==> src/rtl/cube_pkg.sv <==
// Shared types and default widths for the LED cube frame-buffer slice.
package cube_pkg;

  localparam int ADDR_W = 12;
  localparam int DATA_W = 24;

  typedef enum logic {
    IDLE = 1'b0,
    PEND = 1'b1
  } swap_state_t;

  typedef struct packed {
    logic [7:0] r;
    logic [7:0] g;
    logic [7:0] b;
  } rgb_word_t;

endpackage

==> src/rtl/frame_buffer_arbiter_saturating_counter.sv <==
// Up-counter that sticks at MAX; clear has priority over increment.
module saturating_counter #(
  parameter int N   = 11,
  parameter int MAX = 1024
) (
  input  logic         clk,
  input  logic         reset_n,
  input  logic         inc,
  input  logic         clr,
  output logic [N-1:0] count,
  output logic         at_max
);

  assign at_max = (count == N'(MAX));

  // Count up on inc until MAX, return to zero on clr.
  always_ff @(posedge clk or negedge reset_n) begin
    if (!reset_n) begin
      count <= '0;
    end else if (clr) begin
      count <= '0;
    end else if (inc && !at_max) begin
      count <= count + N'(1);
    end
  end

endmodule

==> src/rtl/frame_buffer_arbiter.sv <==
// Shares the single-port frame-buffer RAM between scan-out reads (front bank,
// absolute priority) and buffered host writes (back bank), and swaps banks at
// frame boundaries on request.
module frame_buffer_arbiter #(
  parameter int ADDR_W     = cube_pkg::ADDR_W,
  parameter int DATA_W     = cube_pkg::DATA_W,
  parameter int STARVE_MAX = 1024
) (
  input  logic              clk,
  input  logic              reset_n,
  input  logic              scan_req,
  input  logic [ADDR_W-1:0] scan_addr,
  output logic [DATA_W-1:0] scan_rdata,
  output logic              scan_rvalid,
  input  logic              frame_start,
  input  logic              host_wr_valid,
  output logic              host_wr_ready,
  input  logic [ADDR_W-1:0] host_wr_addr,
  input  logic [DATA_W-1:0] host_wr_data,
  input  logic              swap_req,
  output logic              swap_done,
  output logic              front_bank,
  input  logic              clear_status,
  output logic              host_starved,
  output logic              mem_en,
  output logic              mem_we,
  output logic [ADDR_W:0]   mem_addr,
  output logic [DATA_W-1:0] mem_wdata,
  input  logic [DATA_W-1:0] mem_rdata
);

  import cube_pkg::*;

  localparam int CNT_W = $clog2(STARVE_MAX + 1);

  swap_state_t       state_q;
  swap_state_t       state_d;
  logic              swap_fire;
  logic              hold_full;
  logic [ADDR_W-1:0] hold_addr;
  logic [DATA_W-1:0] hold_data;
  logic              scan_req_d;
  logic              accept;
  logic              write_issue;
  logic              starve_inc;
  logic              starve_set;
  logic [CNT_W-1:0]  starve_count;
  logic              starve_at_max;

  // Writes are refused while a swap waits so the back bank is stable at swap time.
  assign host_wr_ready = !hold_full && (state_q == IDLE);
  assign accept        = host_wr_valid && host_wr_ready;
  assign write_issue   = hold_full && !scan_req;

  assign mem_en    = scan_req || hold_full;
  assign mem_we    = write_issue;
  assign mem_addr  = scan_req ? {front_bank, scan_addr} : {~front_bank, hold_addr};
  assign mem_wdata = hold_data;
  assign swap_done = swap_fire;

  // One-entry holding register for the host write.
  always_ff @(posedge clk or negedge reset_n) begin
    if (!reset_n) begin
      hold_full <= 1'b0;
      hold_addr <= '0;
      hold_data <= '0;
    end else if (accept) begin
      hold_full <= 1'b1;
      hold_addr <= host_wr_addr;
      hold_data <= host_wr_data;
    end else if (write_issue) begin
      hold_full <= 1'b0;
    end
  end

  // Swap FSM state and front-bank register.
  always_ff @(posedge clk or negedge reset_n) begin
    if (!reset_n) begin
      state_q    <= IDLE;
      front_bank <= 1'b0;
    end else begin
      state_q    <= state_d;
      front_bank <= front_bank ^ swap_fire;
    end
  end

  // Swap next-state: fire only at a frame boundary with no write still held.
  always_comb begin
    state_d   = state_q;
    swap_fire = 1'b0;
    case (state_q)
      IDLE: begin
        if (swap_req) state_d = PEND;
      end
      PEND: begin
        if (frame_start && !hold_full) begin
          state_d   = IDLE;
          swap_fire = 1'b1;
        end
      end
      default: state_d = IDLE;
    endcase
  end

  // Read return pipeline: RAM data lands one cycle after the request, then is registered.
  always_ff @(posedge clk or negedge reset_n) begin
    if (!reset_n) begin
      scan_req_d  <= 1'b0;
      scan_rvalid <= 1'b0;
      scan_rdata  <= '0;
    end else begin
      scan_req_d  <= scan_req;
      scan_rvalid <= scan_req_d;
      if (scan_req_d) scan_rdata <= mem_rdata;
    end
  end

  assign starve_inc = hold_full && scan_req;

  saturating_counter #(
    .N   (CNT_W),
    .MAX (STARVE_MAX)
  ) u_starve_cnt (
    .clk     (clk),
    .reset_n (reset_n),
    .inc     (starve_inc),
    .clr     (write_issue),
    .count   (starve_count),
    .at_max  (starve_at_max)
  );

  // Flag rises in the same edge the counter reaches the limit, not one later.
  assign starve_set = starve_at_max ||
                      (starve_inc && (starve_count == CNT_W'(STARVE_MAX - 1)));

  // Sticky starvation flag; a set in the same cycle as a clear wins.
  always_ff @(posedge clk or negedge reset_n) begin
    if (!reset_n) begin
      host_starved <= 1'b0;
    end else if (starve_set) begin
      host_starved <= 1'b1;
    end else if (clear_status) begin
      host_starved <= 1'b0;
    end
  end

endmodule

==> config.mk <==
export PLATFORM = sky130hd
export DESIGN_NAME = frame_buffer_arbiter
export DESIGN_NICKNAME = d
export VERILOG_FILES = /design/src/rtl/cube_pkg.sv /design/src/rtl/frame_buffer_arbiter_saturating_counter.sv /design/src/rtl/frame_buffer_arbiter.sv
export SDC_FILE = /design/constraint.sdc
export NUM_CORES = 1
export LEC_CHECK = 0
export BUFFER_PORTS_ARGS = -buffer_cell sky130_fd_sc_hd__buf_2
export CAP_MARGIN = 0
export CORE_ASPECT_RATIO = 0.7
export CORE_MARGIN = 2
export CORE_UTILIZATION = 42
export DETAILED_ROUTE_END_ITERATION = 8
export GPL_TIMING_DRIVEN = 0
export PLACE_DENSITY_LB_ADDON = 0.1
export SYNTH_ARGS = -nofsm -noshare
export SYNTH_HDL_FRONTEND = slang
export SYNTH_SLANG_ARGS = --single-unit
==> constraint.sdc <==
create_clock -name clk -period 1.8 [get_ports clk]
set_input_delay 0.18 -clock clk [delete_from_list [all_inputs] [get_ports clk]]
set_output_delay 0.18 -clock clk [all_outputs]
set_load 0.05 [all_outputs]
== Yosys cells after proc, flatten, opt, wreduce, memory -nomap -nowiden ==
Cells that the tools add are included.

* Bitwise gates (word level): 3
* Eq/ne operators: 2
* Shift operators: 0
* Reduce and logical (&&, ||, !) cells: 15
* Div/mod/pow operators: 0
* Multiply operators: 0
* $add $sub $neg: 1
* Muxes and demuxes: 12
* Magnitude comparators: 0

{| class="wikitable"
|+ Operators by type and width
! operator !! count
|-
| 11-bit two-way mux || 2
|-
| 13-bit two-way mux || 1
|-
| 11-bit by 1-bit adder with 11-bit output, second input constant || 1
|-
| 11-bit by 10-bit == test with 1-bit output, second input constant || 1
|-
| 11-bit == test, second input constant || 1
|-
| 1-bit two-way mux || 8
|-
| 1-bit logical AND || 7
|-
| 2-bit nonzero test || 3
|-
| 1-bit zero test || 3
|-
| 1-bit logical OR || 2
|-
| 1-bit NOT || 2
|-
| 1-bit one-hot mux with 2 select lines || 1
|-
| 1-bit XOR || 1
|}

* Register bits: 77
* Bits in latches: 0
* Bits in read-only memories: 0
* Memories: 0
* Memory bits (writable): 0
* Output and inout bits: 68

== Logic depth before layout (Yosys ltp) ==
* Depth in word-level cells: 5
* Mapped depth: 6

== Modules after synthesis ==
From an unflattened synthesis, not the netlist that was laid out.

* Cells, all modules: 245
* Area, all modules: 3492.1 um^2

{| class="wikitable"
|+ Modules (own cells, without submodules)
! module !! area each (um^2) !! sequential area each (um^2) !! cells each !! times used
|-
| frame_buffer_arbiter || 2786.4 || 1651.6 || 167 || 1
|-
| saturating_counter || 705.7 || 275.3 || 78 || 1
|}

== Worst setup path after synthesis ==
No wires, ideal clock.

* Path kind: register to register
* Start: register hold_full
* End: register hold_addr[0]
* Stages on the path, launching flop included: 7
* Path slack: 0.116 ns
* Data arrival time: 1.559 ns
* Period minus slack after synthesis: 1.684 ns
* Required time: 1.675 ns
* Path buffers: 3
* Cell sequence: dfrtp_1 buf_6 nor2_4 and2_4 buf_6 buf_12 mux2_4

* Cells in the longest elaborated chain, start to end: 3

{| class="wikitable"
|+ Ends and longest elaborated chain
! element !! RTL line !! source
|-
| start: declaration || frame_buffer_arbiter.sv:39 || <nowiki>logic hold_full;</nowiki>
|-
| start signal: assignment || frame_buffer_arbiter.sv:64 || <nowiki>hold_full <= 1'b0;</nowiki>
|-
| start signal: assignment || frame_buffer_arbiter.sv:68 || <nowiki>hold_full <= 1'b1;</nowiki>
|-
| start signal: assignment || frame_buffer_arbiter.sv:72 || <nowiki>hold_full <= 1'b0;</nowiki>
|-
| 1-bit zero test || frame_buffer_arbiter.sv:51 || <nowiki>assign host_wr_ready = !hold_full && (state_q == IDLE);</nowiki>
|-
| 1-bit logical AND || frame_buffer_arbiter.sv:51 ||
|-
| net host_wr_ready || frame_buffer_arbiter.sv:17 || <nowiki>output logic host_wr_ready,</nowiki>
|-
| 1-bit logical AND || frame_buffer_arbiter.sv:52 || <nowiki>assign accept = host_wr_valid && host_wr_ready;</nowiki>
|-
| end signal: assignment || frame_buffer_arbiter.sv:69 || <nowiki>hold_addr <= host_wr_addr;</nowiki>
|-
| end: declaration || frame_buffer_arbiter.sv:40 || <nowiki>logic [ADDR_W-1:0] hold_addr;</nowiki>
|}

The timed path passes the listed nets, and every way through them passes these cells.
A chain may end at the register's enable or synchronous reset.

== Final worst setup path ==
* Start: register hold_full
* End: output port mem_we

* Cells in the longest elaborated chain, start to end: 1

{| class="wikitable"
|+ Ends and longest elaborated chain
! element !! RTL line !! source
|-
| 1-bit logical AND || frame_buffer_arbiter.sv:53 || <nowiki>assign write_issue = hold_full && !scan_req;</nowiki>
|-
| end: declaration || frame_buffer_arbiter.sv:26 || <nowiki>output logic mem_we,</nowiki>
|}

Every way passes these cells.

==> impl_metrics.env <==
export IMPL_crit_start="hold_full"
export IMPL_n_fill_cell=644
export IMPL_end_kind="output pin"
export IMPL_die_height_um=79.4
export IMPL_htree_levels=3
export IMPL_instances_no_fill=496
export IMPL_io_buffer_count=146
export IMPL_synth_area_sq_um=3410
export IMPL_startpoint_type="flop"
export IMPL_drive_gt1_frac=0.641
export IMPL_hold_class="in -> reg"
export IMPL_async_reset_ff_frac=1.00
export IMPL_placed_cell_area_sq_um=4300
export IMPL_grt_pass1_wl_um=11900
export IMPL_critPathKind="reg -> out"
export IMPL_gp_congestion=0.769
export IMPL_place_detailed_hpwl_um=5250
export IMPL_drc=0
export IMPL_io_pin_count=147
export IMPL_dp_cells=479
export IMPL_max_freq_mhz=590
export IMPL_rsz0062_at_grt="false"
export IMPL_grt_total_usage=0.175
export IMPL_diodes=0
export IMPL_floorplan_initialDensity=0.434
export IMPL_ys_warn_count=0
export IMPL_place_ws_ps=156
export IMPL_postCtsSetupBuffers=0
export IMPL_ys_types=35
export IMPL_reg2reg_slack_ps=150
export IMPL_endpoint="mem_we"
export IMPL_dr_total_vias=2361
export IMPL_drt_iter0_drc=68
export IMPL_cellPowerDensity_nw_per_um2=1750
export IMPL_relSlewSlack=0.717
export IMPL_grt_pass1_vias=2319
export IMPL_grt_overflow_total=0
export IMPL_core_sq_um=7870
export IMPL_syn_area_per_cell_sq_um=14.8
export IMPL_rr_startpoint="u_starve_cnt.count[0]"
export IMPL_setup_violations=0
export IMPL_antenna_left=0
export IMPL_cts_buffers=9
export IMPL_drtPass1Iterations=4
export IMPL_synth_flop_cell="dfrtp_1"
export IMPL_syn_inst=231
export IMPL_antenna_found_initial=0
export IMPL_num_rows=27
export IMPL_ys_ff_latch=77
export IMPL_ys_seq_area_frac=0.565
export IMPL_reg2regPathDepth=5
export IMPL_clkSlewWorstSetupHoldPaths_ps=60
export IMPL_status="finished, final reports clean"
export IMPL_ir_worst_vdd_uv=1130
export IMPL_crit_fanout=10
export IMPL_layout_min_cycle_time_ps=1700
export IMPL_wl_per_cell_um=14.6
export IMPL_cts_tree="done"
export IMPL_finalMaxSlewViolations=0
export IMPL_multiInputGateArea_sq_um=1350
export IMPL_fin_util=0.592
export IMPL_cts_sinks=77
export IMPL_critPathArrivalTime_ps=1520
export IMPL_clock_root_buffer="clkbuf_16"
export IMPL_worst_path_max_delay_cell="dfrtp_1"
export IMPL_cap_violations=0
export IMPL_slowest_delay_ps=330
export IMPL_syn_to_final_growth_pct=36.4
export IMPL_hold_violations=0
export IMPL_tightestPinTransition_ps=424
export IMPL_finalWirelength_um=7230
export IMPL_viasPerCell=4.76
export IMPL_period_share=0.942
export IMPL_clk_latency_ps=330
export IMPL_holdWs_ps=62.2
export IMPL_cp_cell_sequence="buf_6, or2b_1, buf_2, inv_1, clkbuf_4"
export IMPL_p_leak_nw=2.30
export IMPL_stdcell_area_sq_um=4660
export IMPL_grt_max_degree=54
export IMPL_synth_edf_count=0
export IMPL_required_ps=1620
export IMPL_final_nets=472
export IMPL_worst_slack_ps=104
export IMPL_syn_num_nets=312
export IMPL_cts_path_max_buffers=2
export IMPL_r2r_end="u_starve_cnt.count[10]"
export IMPL_fin_worst_skew_ps=7.93
export IMPL_ff_latch_area_sq_um=1930
export IMPL_die_x_um=112
export IMPL_die_area_sq_um=8880
==> what timing repair did <==
action                                  4_1_cts  5_1_grt
hold buffers                                  2        0
endpoints found under the setup margin        0        1
resized for setup                             0        1
hold endpoints to repair                     25        0
==> Yosys cell counts (3+ instances only) <==
cell type	number	area (sq um)
and3_1	3	18.8
nand2_1	11	41.3
nor3_1	5	25.0
mux2_4	29	435
nor2_1	5	18.8
buf_2	6	30.0
o21ai_0	3	15.0
nand4_1	3	18.8
mux2_2	43	484
mux2i_1	4	40.0
inv_1	5	18.8
nand3_1	7	35.0
buf_12	3	60.1
dfrtp_1	77	1930
==> stage by stage <==
stage          setup TNS (ps)  total power [mW]
6_report                    0              8.15
5_1_grt                     0              8.57
4_1_cts                     0              8.27
3_5_place_dp                0              6.22
3_3_place_gp            -3790              6.17
2_1_floorplan               0              5.42
==> per-layer routing <==
metal | GRT usage | vias to the layer above | wire, um
li1 | - | 1142 | -
met1 | 0.240 | 1107 | 3330
met2 | 0.242 | 103 | 3060
met3 | 0.0797 | 9 | 745
met4 | 0.0630 | 0 | 93
met5 | 0 | - | 0
==> sequential cells by signal, indices dropped and copies added (netlist names), 11 cells and up <==
name,flops
hold_addr,12
mem_wdata,24
scan_rdata,24
u_starve_cnt.count,11
==> cell usage in the layout, fill, tap and decap left out, drive strengths merged, types with 2 or more instances in the layout <==
cell type,count
nand4,3
ha,2
clkbuf,14
xnor2,2
dlygate4sd3,2
or3,2
buf,157
nor2,6
nor3,5
bufinv,2
nand2b,2
nand3,7
nand2,11
and3,3
o31ai,2
nor4,2
inv,5
o21ai,3
mux2,72
dfrtp,77
mux2i,4
==> cells by family after synthesis <==
kind of cell | after synthesis | synth area share
xor+xnor | 3 | 0.00770
fa+ha+maj | 2 | 0.00733
flops | 77 | 0.565
mux | 76 | 0.281
simple gates | 44 | 0.0707
compound gates | 12 | 0.0290
buf+inv | 17 | 0.0396
==> critical path: cells and delay by family, from the launching register on <==
| kind | cells | cell delay [ps] |
|---|---|---|
| flops | 1 | 330 |
| simple gates | 1 | 220 |
| buf+inv | 4 | 640 |
==> how the worst min path moves through the flow <==
stage,depth (start not counted),from,endpoint
after floorplan,0,reset_n,front_bank
after global placement,1,scan_req,scan_req_d
after detailed placement,1,reset_n,host_starved
after CTS,3,swap_req,state_q
after global routing,2,host_wr_data[17],mem_wdata[17]
final,3,swap_req,state_q
==> power breakdown <==
group          leakage, nW  total (mW)  internal [mW]  switching (mW)
logic                 1.21        3.60           1.27            2.32
registers            0.930        2.58           2.26           0.316
clock network        0.161        1.98           1.32           0.661
total                 2.30        8.15           4.85            3.30
==> area by class of cell <==
class | count | share of cell area
sequential | 77 | 0.414
inverter | 5 | 0.00403
timing repair buffer | 149 | 0.168
multi-input combinational | 137 | 0.290
tap | 101 | 0.0271
clock buffer | 12 | 0.0572
buffer | 12 | 0.0250
clock inverter | 3 | 0.0145
No activity file was read; power rests on OpenSTA's default activity.
